<file path="config.mk">
export PLATFORM = sky130hd
export DESIGN_NAME = uart_tx_buffer
export DESIGN_NICKNAME = d
export VERILOG_FILES = /design/src/rtl/uart_pkg.sv /design/src/rtl/byte_fifo.sv /design/src/rtl/uart_tx_buffer.sv
export SDC_FILE = /design/constraint.sdc
export NUM_CORES = 1
export LEC_CHECK = 0
export ABC_AREA = 1
export BUFFER_PORTS_ARGS = -buffer_cell sky130_fd_sc_hd__buf_2
export CAP_MARGIN = 10
export CORE_UTILIZATION = 27
export CTS_CLUSTER_SIZE = 8
export DETAILED_ROUTE_END_ITERATION = 16
export PLACE_DENSITY = 0.46
export SYNTH_ARGS = -nofsm -noshare
export SYNTH_HDL_FRONTEND = slang
export SYNTH_SLANG_ARGS = --single-unit
export TNS_END_PERCENT = 1
</file>
<file path="constraint.sdc">
create_clock -name CLK -period 3 [get_ports CLK]
set_input_delay 0.3 -clock CLK [delete_from_list [all_inputs] [get_ports CLK]]
set_output_delay 0.3 -clock CLK [all_outputs]
set_load 0.02 [all_outputs]
</file>
<file path="src/rtl/uart_pkg.sv">
// Shared types and constants for the UART transmit path.
// Holds the sequencer state encoding and byte width.
package uart_pkg;

  localparam int BYTE_W    = 8;
  localparam int GUARD_DEF = 4;

  typedef enum logic [1:0] {
    S_IDLE,
    S_WAIT_BUSY,
    S_WAIT_DONE
  } tx_state_e;

endpackage

</file>
<file path="src/rtl/byte_fifo.sv">
// Byte FIFO with registered FULL/EMPTY/COUNT.
// A write while full is dropped and latches OVERFLOW.
module byte_fifo
  import uart_pkg::*;
#(
  parameter  int DEPTH = 16,
  localparam int AW    = $clog2(DEPTH)
) (
  input  logic              CLK,
  input  logic              RST_N,
  input  logic [BYTE_W-1:0] WR_DATA,
  input  logic              WR_EN,
  input  logic              RD_EN,
  output logic [BYTE_W-1:0] RD_DATA,
  output logic              FULL,
  output logic              EMPTY,
  output logic              EMPTY_NXT,
  output logic [AW:0]       COUNT,
  output logic              OVERFLOW,
  input  logic              OVF_CLR
);

  localparam logic [AW:0] CNT_FULL = (AW+1)'(DEPTH);

  logic [BYTE_W-1:0] mem_q [DEPTH];
  logic [AW-1:0]     wptr_q, wptr_d;
  logic [AW-1:0]     rptr_q, rptr_d;
  logic [AW:0]       cnt_q, cnt_d;
  logic              full_q, full_d;
  logic              empty_q, empty_d;
  logic              ovf_q, ovf_d;
  logic              push, pop;

  // Pointer, occupancy and sticky-overflow next state.
  always_comb begin
    push    = WR_EN && !full_q;
    pop     = RD_EN && !empty_q;
    wptr_d  = wptr_q;
    rptr_d  = rptr_q;
    cnt_d   = cnt_q;
    ovf_d   = ovf_q;
    if (push) wptr_d = wptr_q + 1'b1;
    if (pop)  rptr_d = rptr_q + 1'b1;
    if (push && !pop)      cnt_d = cnt_q + 1'b1;
    else if (!push && pop) cnt_d = cnt_q - 1'b1;
    full_d  = (cnt_d == CNT_FULL);
    empty_d = (cnt_d == '0);
    if (WR_EN && full_q) ovf_d = 1'b1;
    else if (OVF_CLR)    ovf_d = 1'b0;
  end

  // Control state registers.
  always_ff @(posedge CLK or negedge RST_N) begin
    if (!RST_N) begin
      wptr_q  <= '0;
      rptr_q  <= '0;
      cnt_q   <= '0;
      full_q  <= 1'b0;
      empty_q <= 1'b1;
      ovf_q   <= 1'b0;
    end else begin
      wptr_q  <= wptr_d;
      rptr_q  <= rptr_d;
      cnt_q   <= cnt_d;
      full_q  <= full_d;
      empty_q <= empty_d;
      ovf_q   <= ovf_d;
    end
  end

  // Storage array; contents need no reset.
  always_ff @(posedge CLK) begin
    if (push) mem_q[wptr_q] <= WR_DATA;
  end

  assign RD_DATA   = mem_q[rptr_q];
  assign FULL      = full_q;
  assign EMPTY     = empty_q;
  assign EMPTY_NXT = empty_d;
  assign COUNT     = cnt_q;
  assign OVERFLOW  = ovf_q;

endmodule

</file>
<file path="src/rtl/uart_tx_buffer.sv">
// Buffered byte feeder for uart_send.
// Pops one byte per uart_send frame with a stuck-IDLE guard.
module uart_tx_buffer
  import uart_pkg::*;
#(
  parameter  int DEPTH = 16,
  parameter  int GUARD = GUARD_DEF,
  localparam int AW    = $clog2(DEPTH)
) (
  input  logic              CLK,
  input  logic              RST_N,
  input  logic [BYTE_W-1:0] WR_DATA,
  input  logic              WR_EN,
  output logic              FULL,
  output logic              EMPTY,
  output logic [AW:0]       COUNT,
  output logic              OVERFLOW,
  input  logic              OVF_CLR,
  output logic [BYTE_W-1:0] TX_DATA,
  output logic              TX_DATA_READY,
  input  logic              TX_IDLE,
  output logic              BUSY
);

  localparam logic [3:0] GUARD_LIM = 4'(GUARD);

  tx_state_e         state_q, state_d;
  logic [3:0]        guard_q, guard_d;
  logic [BYTE_W-1:0] tx_data_q, tx_data_d;
  logic              tx_rdy_q, tx_rdy_d;
  logic              busy_q, busy_d;
  logic              pop;
  logic [BYTE_W-1:0] head;
  logic              empty_nxt;

  byte_fifo #(.DEPTH(DEPTH)) u_fifo (
    .CLK       (CLK),
    .RST_N     (RST_N),
    .WR_DATA   (WR_DATA),
    .WR_EN     (WR_EN),
    .RD_EN     (pop),
    .RD_DATA   (head),
    .FULL      (FULL),
    .EMPTY     (EMPTY),
    .EMPTY_NXT (empty_nxt),
    .COUNT     (COUNT),
    .OVERFLOW  (OVERFLOW),
    .OVF_CLR   (OVF_CLR)
  );

  // Sequencer: pop, wait for uart_send to go busy, wait for done.
  always_comb begin
    state_d   = state_q;
    guard_d   = guard_q;
    tx_data_d = tx_data_q;
    tx_rdy_d  = 1'b0;
    pop       = 1'b0;
    unique case (state_q)
      S_IDLE: begin
        if (!EMPTY && TX_IDLE) begin
          pop       = 1'b1;
          tx_data_d = head;
          tx_rdy_d  = 1'b1;
          guard_d   = '0;
          state_d   = S_WAIT_BUSY;
        end
      end
      S_WAIT_BUSY: begin
        if (!TX_IDLE)                 state_d = S_WAIT_DONE;
        else if (guard_q == GUARD_LIM) state_d = S_IDLE;
        else                          guard_d = guard_q + 4'd1;
      end
      S_WAIT_DONE: begin
        if (TX_IDLE) state_d = S_IDLE;
      end
      default: state_d = S_IDLE;
    endcase
    busy_d = !empty_nxt || (state_d != S_IDLE);
  end

  // Sequencer and output registers.
  always_ff @(posedge CLK or negedge RST_N) begin
    if (!RST_N) begin
      state_q   <= S_IDLE;
      guard_q   <= '0;
      tx_data_q <= '0;
      tx_rdy_q  <= 1'b0;
      busy_q    <= 1'b0;
    end else begin
      state_q   <= state_d;
      guard_q   <= guard_d;
      tx_data_q <= tx_data_d;
      tx_rdy_q  <= tx_rdy_d;
      busy_q    <= busy_d;
    end
  end

  assign TX_DATA       = tx_data_q;
  assign TX_DATA_READY = tx_rdy_q;
  assign BUSY          = busy_q;

endmodule

</file>
==> metrics <==
Clock Pin Slew Worst Setup and Hold Paths 0.06 ns; syn avg cell area 11.1 µm²; normalized max-slew margin 41.3%; count of hold buffers inserted by post-cts repair 1; Distinct cells, synth 28; critical-path cell with the highest stage delay dfrtp_1; number of optimization iterations in the first detailed-route pass 6; setup violators final 0; post-synthesis cell count 610; Total GRT Usage 13.7%; Net count, final 661; transition time at the pin with the least slew margin 0.877 ns; area leader, netlist edfxtp_1; Max Cap Viol 0; count of buffer and inverter cells on the critical path 1; P per Cell Area 1000 nW/µm²; sum of routed wire length over all layers 16,500 µm; maximum fanout count along the critical path 18; final routed wire length divided by cell count 16.9 µm; final cell count without fillers 975; top-level port count 31; fin. max-slew vios 0; Port Buf Inserts 30; clock tree from TritonCTS built; vertical die dimension 161 µm; CTS Buffer Depth 2; result of the run finished, final reports clean; via total after detailed routing 4,492; Num CTS Buffers 17; final weighted congestion in routability-driven placement 0.776; Layout Skew 0.00864 ns; peak ir drop on the vdd network 423 µV; CTS root buf clkbuf_16; count of H-tree levels built during CTS 4; Placed Cells incl. Taps 943; worst path required time 3.31 ns; classification of the worst setup path register to register; ANT nets after route 0; part of the cycle the worst path needs 69.1%; layout cell share with drive strength beyond 1 13.4%; sort of element at the end of the critical path register; final-layout setup total negative slack 0 ns; wire length of the first global-routing pass 26,000 µm; Worst Path Arrival 2.38 ns; count of routing violations after the opening detailed-route iteration 426; clock period minus final worst setup slack 2.07 ns; unrepaired setup endpoints after global routing false; total standard cell area after synthesis 6790 µm²; cell occurring most often along the worst timing path a21oi_1; fraction of the core area covered by cells at the end of the flow 31.9%; via count of the first global-routing pass 4,466; Die Footprint 25,800 µm²; die width 161 µm; Mapped Nets 632; Final Hold Vio Count 0; final hold slack 0.0640 ns; FP Rows 57; pin count of the biggest net entering global routing 67; effective utilization at floorplan 27.7%; # resized after CTS 0; number of warnings issued by yosys 0; fraction of the yosys area taken by sequential cells 68.4%; leading cell types in the layout, fill and taps excluded nand2_1, edfxtp_1, nand3_1; initial antenna violation count 1; cell leakage power 2.99 nW; global route total overflow 0; core region area 24,500 µm²; final routed DRC violation total 0; area share of the largest cell type after synthesis 56.6%; HP Class primary input to register; Worst-Skew Late Latency 0.43 ns; post-CTS setup repair buffer count 0; critical-path cell list clkinv_1 -> nand3_1 -> nand2_1 -> a21oi_1 -> a21oi_1; startpoint type of the worst setup path register; most common cell after layout, fill and taps aside nand2_1; total number of clock tree sinks 160; slack of the worst reg-to-reg path 0.93 ns; cell family contributing the most delay on the critical path flip-flops; total half-perimeter wirelength after legalization and detailed placement 10,500 µm; delay of the slowest cell on the worst path 0.73 ns; main area contributors after synthesis edfxtp_1, dfrtp_1, nand2_1; via-per-instance ratio 4.61; number of synthesized register bits 160; Highest Clock Rate 482 MHz; P&R area growth vs syn 15.0%
## logic make-up after synthesis
logic type,after synthesis,share of synthesized area [%]
buffers and inverters,55,4.06
AOI/OAI and AO/OA,24,1.77
DFF,160,68.4
adders and majority gates,9,1.66
and+or+nand+nor,352,22.8
xor gates and xnor gates,10,1.29
## area by class of cell
type	instances	area, µm²
Fill cell	2449	16700
Sequential cell	160	4650
Multi-Input combinational cell	395	1870
Clock buffer	18	429
Tap cell	324	405
Timing Repair Buffer	38	213
Clock inverter	12	144
Inverter	27	101
Antenna cell	1	2.50
## where the power goes
group	switching, W	internal, W
clock network	0.000856	0.00129
logic	0.00190	0.000764
registers	0.000257	0.00276
## sequential cells by signal, indices dropped and copies added (netlist names)
register	flops
guard_q	4
u_fifo.EMPTY	1
u_fifo.wptr_q	4
u_fifo.mem_q	128
u_fifo.COUNT	5
TX_DATA	8
BUSY	1
u_fifo.rptr_q	4
TX_DATA_READY	1
u_fifo.FULL	1
u_fifo.OVERFLOW	1
state_q	2
## layer usage
layer	track usage, %	wire, µm	vias to the layer above
met3	3.72	963	19
met2	20.1	7330	132
met1	19.6	7960	2205
met5	0	0	-
met4	3.85	210	0
li1	-	-	2136
## final timing paths
path                                                    from                            to  cells past startpoint
max in group asynchronous                              RST_N  u_fifo.rptr_q[0]$_DFFE_PN0P_                      2
min in group asynchronous                              RST_N        guard_q[2]$_DFFE_PN0P_                      2
worst min register to register   u_fifo.OVERFLOW$_DFFE_PN0P_   u_fifo.OVERFLOW$_DFFE_PN0P_                      2
worst max-delay path            u_fifo.rptr_q[2]$_DFFE_PN0P_        TX_DATA[6]$_DFFE_PN0N_                      5
worst min-delay path                                 OVF_CLR   u_fifo.OVERFLOW$_DFFE_PN0P_                      2
worst max register to register  u_fifo.rptr_q[2]$_DFFE_PN0P_        TX_DATA[6]$_DFFE_PN0N_                      5
## Yosys cell counts (all sizes together)
master and n:
nand2 198, edfxtp 128, nand3 112, nor2 37
dfrtp 31, buf 24, inv 24, a21oi 16
ha 9, xor2 9, o21ai 8, clkbuf 4
clkinv 3, nand4 3, dfstp 1, nor3 1
nor3b 1, xnor2 1
## through the flow
stage	power, W	setup slack, ns	cell area [µm²]
CTS	0.00790	0.927	7810
global route	0.00834	0.715	7810
floorplan	0.00494	1.37	6790
detailed placement	0.00574	0.953	7220
finish	0.00783	0.926	7810
global placement	0.00571	0.949	7220
(Power assumes the default switching activity.)
